$ cat src/rtl/serial_adder_pkg.sv
// Shared definitions for the bit-serial ALU units: FSM encodings and the default datapath width.
package serial_adder_pkg;

    typedef enum logic [1:0] {
        ST_IDLE  = 2'd0,
        ST_SHIFT = 2'd1,
        ST_DONE  = 2'd2
    } state_t;

    localparam int ALU_WIDTH = 8;

endpackage

$ cat src/rtl/serial_adder_fa.sv
// Single-bit combinational full adder cell, reused by the serial ALU units.
module FullAdder (
    input  logic i_a,
    input  logic i_b,
    input  logic i_cin,
    output logic o_sum,
    output logic o_cout
);

    assign o_sum  = i_a ^ i_b ^ i_cin;
    assign o_cout = (i_a & i_b) | (i_cin & (i_a ^ i_b));

endmodule

$ cat src/rtl/serial_adder.sv
// Bit-serial adder: one FullAdder evaluated LSB-first over WIDTH cycles, carry held in a flop.
// Operands and results move through independent valid/ready handshakes.
module serial_adder
    import serial_adder_pkg::*;
#(
    parameter int WIDTH = ALU_WIDTH
) (
    input  logic             clk,
    input  logic             rst_n,
    input  logic             in_valid,
    output logic             in_ready,
    input  logic [WIDTH-1:0] a,
    input  logic [WIDTH-1:0] b,
    input  logic             cin,
    output logic             out_valid,
    input  logic             out_ready,
    output logic [WIDTH-1:0] sum,
    output logic             cout,
    output logic             overflow
);

    localparam int CNT_W = (WIDTH > 2) ? $clog2(WIDTH) : 1;
    localparam logic [CNT_W-1:0] CNT_LAST = CNT_W'(WIDTH - 1);

    state_t           r_state;
    state_t           w_next;
    logic [WIDTH-1:0] r_a_sh;
    logic [WIDTH-1:0] r_b_sh;
    logic [WIDTH-1:0] r_sum_sh;
    logic             r_carry;
    logic [CNT_W-1:0] r_cnt;
    logic             r_cout;
    logic             r_ovf;
    logic             w_fa_sum;
    logic             w_fa_cout;
    logic             w_last;

    FullAdder u_fa (
        .i_a    (r_a_sh[0]),
        .i_b    (r_b_sh[0]),
        .i_cin  (r_carry),
        .o_sum  (w_fa_sum),
        .o_cout (w_fa_cout)
    );

    assign w_last = (r_cnt == CNT_LAST);

    always_comb begin
        w_next = r_state;
        case (r_state)
            ST_IDLE:  if (in_valid) w_next = ST_SHIFT;
            ST_SHIFT: if (w_last)   w_next = ST_DONE;
            ST_DONE:  if (out_ready) w_next = ST_IDLE;
            default:  w_next = ST_IDLE;
        endcase
    end

    always_ff @(posedge clk) begin
        if (!rst_n) begin
            r_state  <= ST_IDLE;
            r_a_sh   <= '0;
            r_b_sh   <= '0;
            r_sum_sh <= '0;
            r_carry  <= 1'b0;
            r_cnt    <= '0;
            r_cout   <= 1'b0;
            r_ovf    <= 1'b0;
        end else begin
            r_state <= w_next;
            case (r_state)
                ST_IDLE: begin
                    if (in_valid) begin
                        r_a_sh  <= a;
                        r_b_sh  <= b;
                        r_carry <= cin;
                        r_cnt   <= '0;
                    end
                end
                ST_SHIFT: begin
                    r_sum_sh <= {w_fa_sum, r_sum_sh[WIDTH-1:1]};
                    r_a_sh   <= r_a_sh >> 1;
                    r_b_sh   <= r_b_sh >> 1;
                    r_carry  <= w_fa_cout;
                    r_cnt    <= r_cnt + 1'b1;
                    // r_carry here is the carry into the MSB
                    if (w_last) begin
                        r_cout <= w_fa_cout;
                        r_ovf  <= r_carry ^ w_fa_cout;
                    end
                end
                default: ;
            endcase
        end
    end

    assign in_ready  = (r_state == ST_IDLE);
    assign out_valid = (r_state == ST_DONE);
    assign sum       = r_sum_sh;
    assign cout      = r_cout;
    assign overflow  = r_ovf;

endmodule

$ cat config.mk
export PLATFORM = sky130hd
export DESIGN_NAME = serial_adder
export DESIGN_NICKNAME = d
export VERILOG_FILES = /design/src/rtl/serial_adder_pkg.sv /design/src/rtl/serial_adder_fa.sv /design/src/rtl/serial_adder.sv
export SDC_FILE = /design/constraint.sdc
export NUM_CORES = 1
export LEC_CHECK = 0
export CAP_MARGIN = 20
export CORE_MARGIN = 2
export CORE_UTILIZATION = 50
export DETAILED_ROUTE_END_ITERATION = 8
export PLACE_DENSITY = 0.81
export SLEW_MARGIN = 20
export SYNTH_ARGS = -nofsm -noshare
export SYNTH_HDL_FRONTEND = slang
export SYNTH_SLANG_ARGS = --single-unit
$ cat constraint.sdc
create_clock -name clk -period 2.5 [get_ports clk]
set_clock_uncertainty 0.2 [all_clocks]
set_input_delay 0.25 -clock clk [delete_from_list [all_inputs] [get_ports clk]]
set_output_delay 0.25 -clock clk [all_outputs]
set_load 0.1 [all_outputs]
# Word level (Yosys, flattened, before mapping)
# Cells that the tools add are included.
# W data, S select, Z words.
# word_totals
rom_bits	0
ram_bits	0
latch_bits	0
reg_bits	32
memories	0
wordCells	38
# op_classes
addsub	1
n_reduce_logical	5
n_mux	12
bitwise_logic	6
order_cmp	0
n_div	0
n_eq_ne	6
n_shift	0
multipliers	0
# op_table
operator	count
$pmux W8 S2	2
$mux W8	2
$mux W2	3
$pmux W2 S3	1
$pmux W3 S2	1
$ne A2 B2 Y1 const B	2
$reduce_and A2 Y1	2
$add A3 B1 Y3 const B	1
$eq A3 B3 Y1 const B	1
$mux W3	1
$reduce_and A3 Y1	1
$xor A1 B1 Y1	3
$and A1 B1 Y1	2
$eq A2 B1 Y1 const B	1
$eq A2 B2 Y1 const B	1
$logic_not A2 Y1	1
$ne A2 B1 Y1 const B	1
$pmux W1 S2	1
$reduce_bool A2 Y1	1
$mux W1	1
$or A1 B1 Y1	1

# Longest topological paths before layout
# Gate-level depths: netlist of run 1.
# logic_depth
depth_word	4
mapped_depth	6
ltp_nobuf	5

# Hierarchy
# A second synthesis of run 1 with hierarchy kept.
# unflattened
cells_unflattened	146
hier_area_um2	1362.6
# modules_own_cells
mod	area_each_um2	seq_area_each_um2	cells_each	instances
serial_adder	1342.5	640.6	145	1
FullAdder	20.0	0.0	1	1

# Least setup slack after synthesis of run 1
# OpenSTA, ideal clock, no wires.
# synth_timing
path_kind	reg2reg
from	register r_state[1]
to	register r_state[1]
t_arrival_ns	2.172
setup_ns	0.071
t_required_ns	2.229
setup_slack_ns	0.057
path_stages_with_launch	5
cell_sequence	dfxtp_1 -> buf_6 -> nor2b_1 -> a22oi_1 -> nor2_1
# synth_via
elab_chain_len	3
word_cells_on_any_way	8
classes_between	eq/ne: 5; mux: 1; reduce/logical: 2
# synth_lines
element	line	text
start: declaration	serial_adder.sv:25	state_t r_state;
start signal: assignment	serial_adder.sv:69	r_state <= w_next;
$eq A2 B2 Y1 *	--	
net out_valid	serial_adder.sv:15	output logic out_valid,
$ne A2 B1 Y1 (no source line)	--	
$reduce_and A3 Y1 (no source line)	--	
# The timed path passes the listed nets; every way through them passes the cells marked *.
# A chain may end at the register's enable or synchronous reset.

# Final worst setup path of run 1
# layout_timing
from	input port in_valid
to	register r_a_sh[3]
# layout_via
elab_chain_len	2
# layout_lines
element	line	text
start: declaration	serial_adder.sv:10	input logic in_valid,
$ne A2 B2 Y1 (no source line)	--	
$reduce_and A2 Y1 (no source line)	--	
end signal: assignment	serial_adder.sv:81	r_a_sh <= r_a_sh >> 1;
end: declaration	serial_adder.sv:27	logic [WIDTH-1:0] r_a_sh;
# No other way between the ends.

==> results.yml, run 1 <==
synth:
  syn_avg_cell_area_um2: 9.333
  synth_top_area_cell: "dfxtp_1"
  syn_inst: 146
  synthesis.nets: 170
  seq_area_frac_synth: 0.4702
  synth_top_area_share: 0.4702
  synthDistinctLibCells: 29
  synth_seq_cells: 32
  synthTopCellsByArea: "dfxtp_1 47%, o221ai_2 11%, nor2_1 10%"
  ys_warn_count: 0
  syn_area_um2: 1363
cts:
  cts_tree: "built"
  htree_levels: 2
  post_cts_buffers: 0
  clockRootBuffer: "clkbuf_4"
  clk_path_buf_depth: 2
  cts_made_buffers: 5
  clkLatencyLatePin_ns: 0.33
  clk_pin_slew_ns: 0.09
  cts_hold_buffers: 0
  cts_sinks: 32
  cts-resized-gates: 0
critical_path:
  critPathMaxFanout: 15
  crit_chain: "clkdlybuf4s50_1, or3b_1, o221ai_1, nor2_1"
  required_ns: 2.52
  critPathArrivalTime_ns: 1.83
  cp_slowest_cell: "or3b_1"
  critPathTopFamily: "simple AND/OR/NAND/NOR gates"
  worst_setup_path_end_kind: "flop"
  start_kind: "primary input"
  critPathMaxStageDelay_ns: 0.66
  critical_path_class: "in -> reg"
  critPathBufInv: 1
cells_and_area:
  nets: 201
  n_antenna_cell: 0
  instances_no_fill: 208
  area_delta_synth_final_pct: 24.15
  drive_gt1_frac: 0.1798
  final_core_util: 0.6706
  fill_cells: 213
place:
  io_buffers: 32
  pre_cts_ws_ns: 0.3456
  dpl.cell_count: 200
  gp_congestion: 0.6771
  hpwl_um: 1919
run_status:
  status: "finished clean"
routing:
  drt-initial-drc-count: 31
  wl_per_cell_um: 13.11
  vias_per_cell: 5.356
  ant_nets: 0
  route.final.wire_length_um: 2727
  drc: 0
  drtPass1Iterations: 4
  vias: 1114
floorplanning:
  dieWidth_um: 56.20
  die_area_um2: 3158
  rows: 18
  die_h_um: 56.20
  io_pins: 33
  initial_utilization: 0.5402
  placeableCoreArea_um2: 2522
global_routing:
  grt_pass1_wl_um: 4533
  antenna_found_initial: 0
  grt_pass1_vias: 1024
  grt_overflow: 0
  grt_usage: 0.1864
  grt_max_degree: 18
sta:
  hold_viol_final: 0
  min_period_ns: 1.812
  grt_setup_unrepaired: "no"
  worstMarginPinSlew_ns: 0.6959
  slew_headroom: 0.5361
  max_freq_mhz: 551.7
  final_max_slew_viol_count: 0
  timing.final.crit_share: 0.7250
  setup_viol: 0
  finalWorstSetupSlack_ns: 0.6876
  fin_tns_setup_ns: 0
run:
  maxCapViolations: 0
worst_hold_path:
  hold_class: "reg -> reg"
power:
  vdd_ir_drop_max_mv: 0.4830
  p_per_area_nw_per_um2: 611.5
  p_leak_nw: 0.6484
==> cell families after synthesis <==
logic type | synth area share
AOI/OAI and AO/OA | 0.2296
xor gates and xnor gates | 0.006429
adders and majority gates | 0.03306
buffers and inverters | 0.06703
DFF | 0.4702
muxes | 0.01469
and+or+nand+nor | 0.1791
==> per-stage QoR <==
stage / area (um^2) / hold slack [ns] / total power [mW]
after floorplan: 1363 / 0.2116 / 0.6871
after detailed placement: 1633 / 0.2582 / 0.7391
after global placement: 1633 / 0.2471 / 0.7327
after CTS: 1692 / 0.2699 / 1.038
after global routing: 1692 / 0.2912 / 1.077
final: 1692 / 0.2713 / 1.034
==> layout make-up <==
type	count	area, um^2	share of cell area
Inverter	3	11.26	0.006657
Tap cell	30	37.54	0.02219
Multi-Input combinational cell	100	630.6	0.3728
Sequential cell	32	640.6	0.3787
Clock buffer	8	58.81	0.03476
Timing Repair Buffer	35	312.8	0.1849
==> cells in the final DEF (no fill, tap or decap), types with 2 or more instances in the layout <==
cell             netlist  layout
clkbuf_1               3       2
a22oi_1                5       5
o221ai_1               5       5
nor2b_1                2       2
ha_1                   2       2
nor2_1                37      37
inv_1                  2       2
clkdlybuf4s50_1        0      20
clkbuf_4               0       5
buf_4                  1      15
dfxtp_1               32      32
o221ai_2              10      10
mux2i_1                2       2
nand2_1               16      16
a21oi_1               10      10
==> flip-flops by register name, summed over array words and instances, names as in the netlist <==
| signal | flops |
|---|---|
| r_cnt | 3 |
| cout | 1 |
| r_state | 2 |
| r_carry | 1 |
| r_b_sh | 8 |
| sum | 8 |
| r_a_sh | 8 |
| overflow | 1 |
==> report_power, final <==
group,internal [mW],switching [mW],leakage [nW]
registers,0.538,0.0221,0.263
clock network,0.139,0.168,0.0326
logic,0.0735,0.0937,0.353
total,0.751,0.284,0.648
==> routing by layer <==
layer  global-route usage  part of all wire
met1               0.2284              0.45
met2               0.2941              0.48
met3              0.05116             0.045
met4               0.1020             0.022
met5                    0                 0
==> worst register-to-register path, delay by kind of cell, from the launching register on <==
kind             cells  cell delay [ns]
AND/OR/NAND/NOR      2             0.77
AO/OA/AOI/OAI        1             0.30
flip-flops           1             0.39
==> worst paths after layout <==
check / startpoint / cells after the start / end / slack (ns)
max: in_valid / 4 / r_a_sh[3] / 0.69
min: sum[0] / 2 / sum[0] / 0.27
max reg2reg: r_state[1] / 3 / r_a_sh[3] / 0.73
min reg2reg: sum[0] / 2 / sum[0] / 0.27
==> cell usage after synthesis (all sizes together) <==
cell    instances
a21oi          10
a22oi           5
a311oi          1
buf             8
clkbuf          3
clkinv          1
dfxtp          32
fa              1
ha              2
inv             2
mux2i           2
nand2          16
nand2b          1
nand3           1
nor2           37
nor2b           2
nor3            1
nor3b           1
o21ai           1
o21ba           1
o21bai          1
o221ai         15
or3b            1
xnor2           1
Power figures use the tool's default switching activity.
==> run 2, diff against run 1 <==
- CORE_UTILIZATION: 50 -> 43
- PLACE_DENSITY: 0.81 -> 0.74
- clock period: 2.5 -> 1.63 ns (I/O delays scaled with it)
==> results.yml, run 2 (synthesized netlist as in run 1, its figures left out) <==
global_routing:
  grt_overflow: 0
  grt_pass1_vias: 1164
  grt_max_degree: 18
  grt_usage: 0.1751
  grt_pass1_wl_um: 4671
  antenna_found_initial: 0
critical_path:
  critPathTopFamily: "flip-flops"
  cp_slowest_cell: "dfxtp_1"
  crit_chain: "buf_4, nor2b_4, buf_12"
  critPathMaxStageDelay_ns: 0.37
  critPathBufInv: 2
  critPathArrivalTime_ns: 1.20
  critical_path_class: "reg -> out"
  start_kind: "flop"
  critPathMaxFanout: 7
  required_ns: 1.27
  worst_setup_path_end_kind: "primary output"
cells_and_area:
  layout_common_cells: "36 x nor2_1, 32 x dfxtp_1, 20 x clkdlybuf4s50_1"
  drive_gt1_frac: 0.2258
  nets: 209
  final_common_cell: "nor2_1"
  area_delta_synth_final_pct: 41.60
  instances_no_fill: 230
  fill_cells: 239
  final_core_util: 0.6372
  fin_area_um2: 1929
  n_antenna_cell: 0
sta:
  setup_viol: 0
  min_period_ns: 1.559
  timing.final.crit_share: 0.9562
  max_freq_mhz: 641.6
  slew_headroom: 0.7971
  hold_viol_final: 0
  worstMarginPinSlew_ns: 0.3043
  fin_tns_setup_ns: 0
  grt_setup_unrepaired: "no"
  final_max_slew_viol_count: 0
routing:
  vias_per_cell: 4.987
  drtPass1Iterations: 4
  wl_per_cell_um: 12.05
  drc: 0
  vias: 1147
  route.final.wire_length_um: 2771
  drt-initial-drc-count: 37
  ant_nets: 0
place:
  place_area_um2: 1866
  hpwl_um: 2113
  gp_congestion: 0.7225
  dpl.cell_count: 222
  io_buffers: 32
cts:
  cts_made_buffers: 5
  clk_path_buf_depth: 2
  post_cts_buffers: 0
  clkLatencyLatePin_ns: 0.32
  clockRootBuffer: "clkbuf_4"
  cts_sinks: 32
  htree_levels: 2
  clk_pin_slew_ns: 0.10
  cts_tree: "built"
run:
  maxCapViolations: 0
power:
  vdd_ir_drop_max_mv: 0.4805
  p_per_area_nw_per_um2: 833.4
  p_leak_nw: 0.7236
  p_total_mw: 1.608
floorplanning:
  dieWidth_um: 60.29
  initial_utilization: 0.4500
  io_pins: 33
  die_h_um: 60.29
  die_area_um2: 3635
  placeableCoreArea_um2: 3028
  rows: 20
worst_hold_path:
  hold_class: "in -> reg"
run_status:
  status: "finished clean"
## run 2: final timing paths
check                           startpoint    endpoint  slack (ns)  depth (start not counted)
worst max-delay path            r_state[0]   out_valid        0.07                          3
worst min-delay path             out_ready  r_state[1]        0.28                          4
worst max register to register  r_state[0]   r_a_sh[5]        0.09                          4
worst min register to register   r_a_sh[5]   r_a_sh[5]        0.29                          2
## run 2: final cells by class
class | count | area, um^2 | area share
Tap cell | 44 | 55.05 | 0.02853
Clock buffer | 8 | 58.81 | 0.03048
Sequential cell | 32 | 640.6 | 0.3320
Multi-Input combinational cell | 100 | 640.6 | 0.3320
Inverter | 3 | 11.26 | 0.005837
Timing Repair Buffer | 43 | 523.0 | 0.2711
## run 2: per-layer routing
layer / global-route usage / vias to the layer above / routed length, um / share of wire
li1: - / 586 / - / -
met1: 0.1841 / 535 / 1163 / 0.42
met2: 0.3168 / 24 / 1452 / 0.52
met3: 0.05411 / 2 / 131 / 0.047
met4: 0.07619 / 0 / 24 / 0.0087
met5: 0 / - / 0 / 0
## run 2: repair_timing
item                                    CTS  global route
resized for setup                         0             1
hold buffers                              0             0
endpoints found under the setup margin    0             1
## run 2: worst min-delay path, cell delays in order
cell and delay [ns]:
clkdlybuf4s50_1 0.40, inv_1 0.05, a22oi_1 0.07, nor2_1 0.08
## run 2: power by group
group | internal [mW] | switching (mW)
Sequential | 0.826 | 0.0337
Clock | 0.213 | 0.244
Combinational | 0.140 | 0.151
Total | 1.18 | 0.429
## run 2: stage by stage
| stage | worst slack (ns) | hold slack (ns) |
|---|---|---|
| 6_report | 0.07142 | 0.2778 |
| 5_1_grt | 0.01016 | 0.2986 |
| 4_1_cts | 0.01867 | 0.2738 |
| 3_5_place_dp | -0.1712 | 0.2775 |
| 3_3_place_gp | -0.1416 | 0.2498 |
| 2_1_floorplan | -0.2127 | 0.1246 |
==> run 3, diff against run 2 <==
- PLACE_DENSITY: 0.74 -> 0.79
==> results.yml, run 3 (synthesized netlist as in run 1, its figures left out) <==
sta:
  finalWorstSetupSlack_ns: 0.08307
  min_period_ns: 1.547
  grt_setup_unrepaired: "no"
  hold_viol_final: 0
  slew_headroom: 0.7255
  timing.final.crit_share: 0.9490
  holdWs_ns: 0.2793
  worstMarginPinSlew_ns: 0.4109
  final_max_slew_viol_count: 0
  setup_viol: 0
  max_freq_mhz: 646.4
place:
  gp_congestion: 0.7025
  place_area_um2: 1871
  hpwl_um: 2127
  dpl.cell_count: 221
  pre_cts_ws_ns: -0.1533
  io_buffers: 32
run_status:
  status: "finished clean"
critical_path:
  critPathMaxStageDelay_ns: 0.34
  start_kind: "flop"
  ff2ff_setup_slack_ns: 0.09
  cp_slowest_cell: "dfxtp_1"
  critPathArrivalTime_ns: 1.18
  critPathMaxFanout: 8
  r2r_cells: 3
  critPathBufInv: 2
  rr_endpoint: "overflow"
  worst_setup_path_end_kind: "primary output"
  timing.rr.start: "r_carry"
  critical_path_class: "reg -> out"
  required_ns: 1.27
  critPathTopFamily: "flip-flops"
  crit_chain: "buf_4, nor2b_4, buf_12"
global_routing:
  grt_pass1_vias: 1145
  antenna_found_initial: 0
  grt_usage: 0.1847
  grt_pass1_wl_um: 4947
  grt_max_degree: 18
  grt_overflow: 0
power:
  combPwrFrac: 0.188
  swShare: 0.2872
  p_per_area_nw_per_um2: 823.5
  p_int_mw: 1.134
  seq_power_share: 0.539
  p_leak_nw: 0.7262
  vdd_ir_drop_max_mv: 0.5888
  p_switching_uw: 456.9
  clockPowerShare: 0.272
cells_and_area:
  nets: 208
  n_antenna_cell: 0
  area_delta_synth_final_pct: 41.78
  layout_common_cells: "36 x nor2_1, 32 x dfxtp_1, 20 x clkdlybuf4s50_1"
  drive_gt1_frac: 0.2324
  final_common_cell: "nor2_1"
  fin_area_um2: 1932
  instances_no_fill: 229
  final_core_util: 0.6380
cts:
  clkLatencyLatePin_ns: 0.33
  cts_tree: "built"
  htree_levels: 2
  cts_hold_buffers: 0
  clockRootBuffer: "clkbuf_4"
  cts_made_buffers: 5
  clk_pin_slew_ns: 0.09
  cts_sinks: 32
  clk_path_buf_depth: 2
worst_hold_path:
  hold_path.startpoint: "out_ready"
  holdPathStages: 4
  whs_endpoint: "r_state[1]"
  hold_class: "in -> reg"
floorplanning:
  die_h_um: 60.29
  rows: 20
  placeableCoreArea_um2: 3028
  io_pins: 33
  dieWidth_um: 60.29
  initial_utilization: 0.4500
  die_area_um2: 3635
routing:
  vias_per_cell: 5.205
  drtPass1Iterations: 4
  drt-initial-drc-count: 37
  route.final.wire_length_um: 2891
  drc: 0
  vias: 1192
  wl_per_cell_um: 12.62
  ant_nets: 0
run:
  maxCapViolations: 0
==> run 3: stage by stage <==
stage	TNS (ns)	power [mW]
5_1_grt	0	1.679
3_5_place_dp	-1.827	1.174
3_3_place_gp	-1.604	1.161
2_1_floorplan	-0.2127	1.055
4_1_cts	0	1.603
6_report	0	1.591
==> run 3: how the worst max path moves through the flow <==
stage | depth (start not counted) | start | slack [ns] | endpoint
after global placement | 5 | in_valid | -0.12 | r_a_sh[2]
after CTS | 3 | r_state[1] | 0.04 | out_valid
final | 3 | r_state[1] | 0.08 | out_valid
after global routing | 3 | r_carry | 0.003 | overflow
after floorplan | 4 | r_state[1] | -0.21 | r_state[1]
after detailed placement | 5 | in_valid | -0.15 | r_a_sh[5]
==> run 3: final cells by class <==
cell class | instances | area, um^2
clock buffer | 5 | 37.54
timing repair buffer | 42 | 528.0
clock inverter | 3 | 18.77
fill | 262 | 1096
inverter | 3 | 11.26
tap | 44 | 55.05
sequential | 32 | 640.6
multi-input combinational | 100 | 640.6
==> run 3: power by group through the flow <==
stage | logic, mW | clock network [mW] | registers (mW)
floorplan | 0.162 | 0 | 0.893
global placement | 0.288 | 0 | 0.873
detailed placement | 0.298 | 0 | 0.875
CTS | 0.301 | 0.445 | 0.857
global route | 0.323 | 0.493 | 0.862
finish | 0.300 | 0.433 | 0.858
==> run 3: worst register-to-register path, delay by kind of cell, from the launching register on <==
family / cells / cell delay (ns)
fa+ha+maj: 1 / 0.47
compound gates: 1 / 0.28
xor+xnor: 1 / 0.16
flops: 1 / 0.36
==> run 3: metal layers <==
| layer | wire length [um] | GRT usage | share of wire |
|---|---|---|---|
| met1 | 1198 | 0.2088 | 0.41 |
| met2 | 1518 | 0.3168 | 0.53 |
| met3 | 128 | 0.05195 | 0.044 |
| met4 | 46 | 0.08889 | 0.016 |
| met5 | 0 | 0 | 0 |
==> run 3: repair_timing <==
item                                    4_1_cts  5_1_grt
buffers inserted                              0        0
gates resized for setup                       0        1
endpoints found under the setup margin        0        1
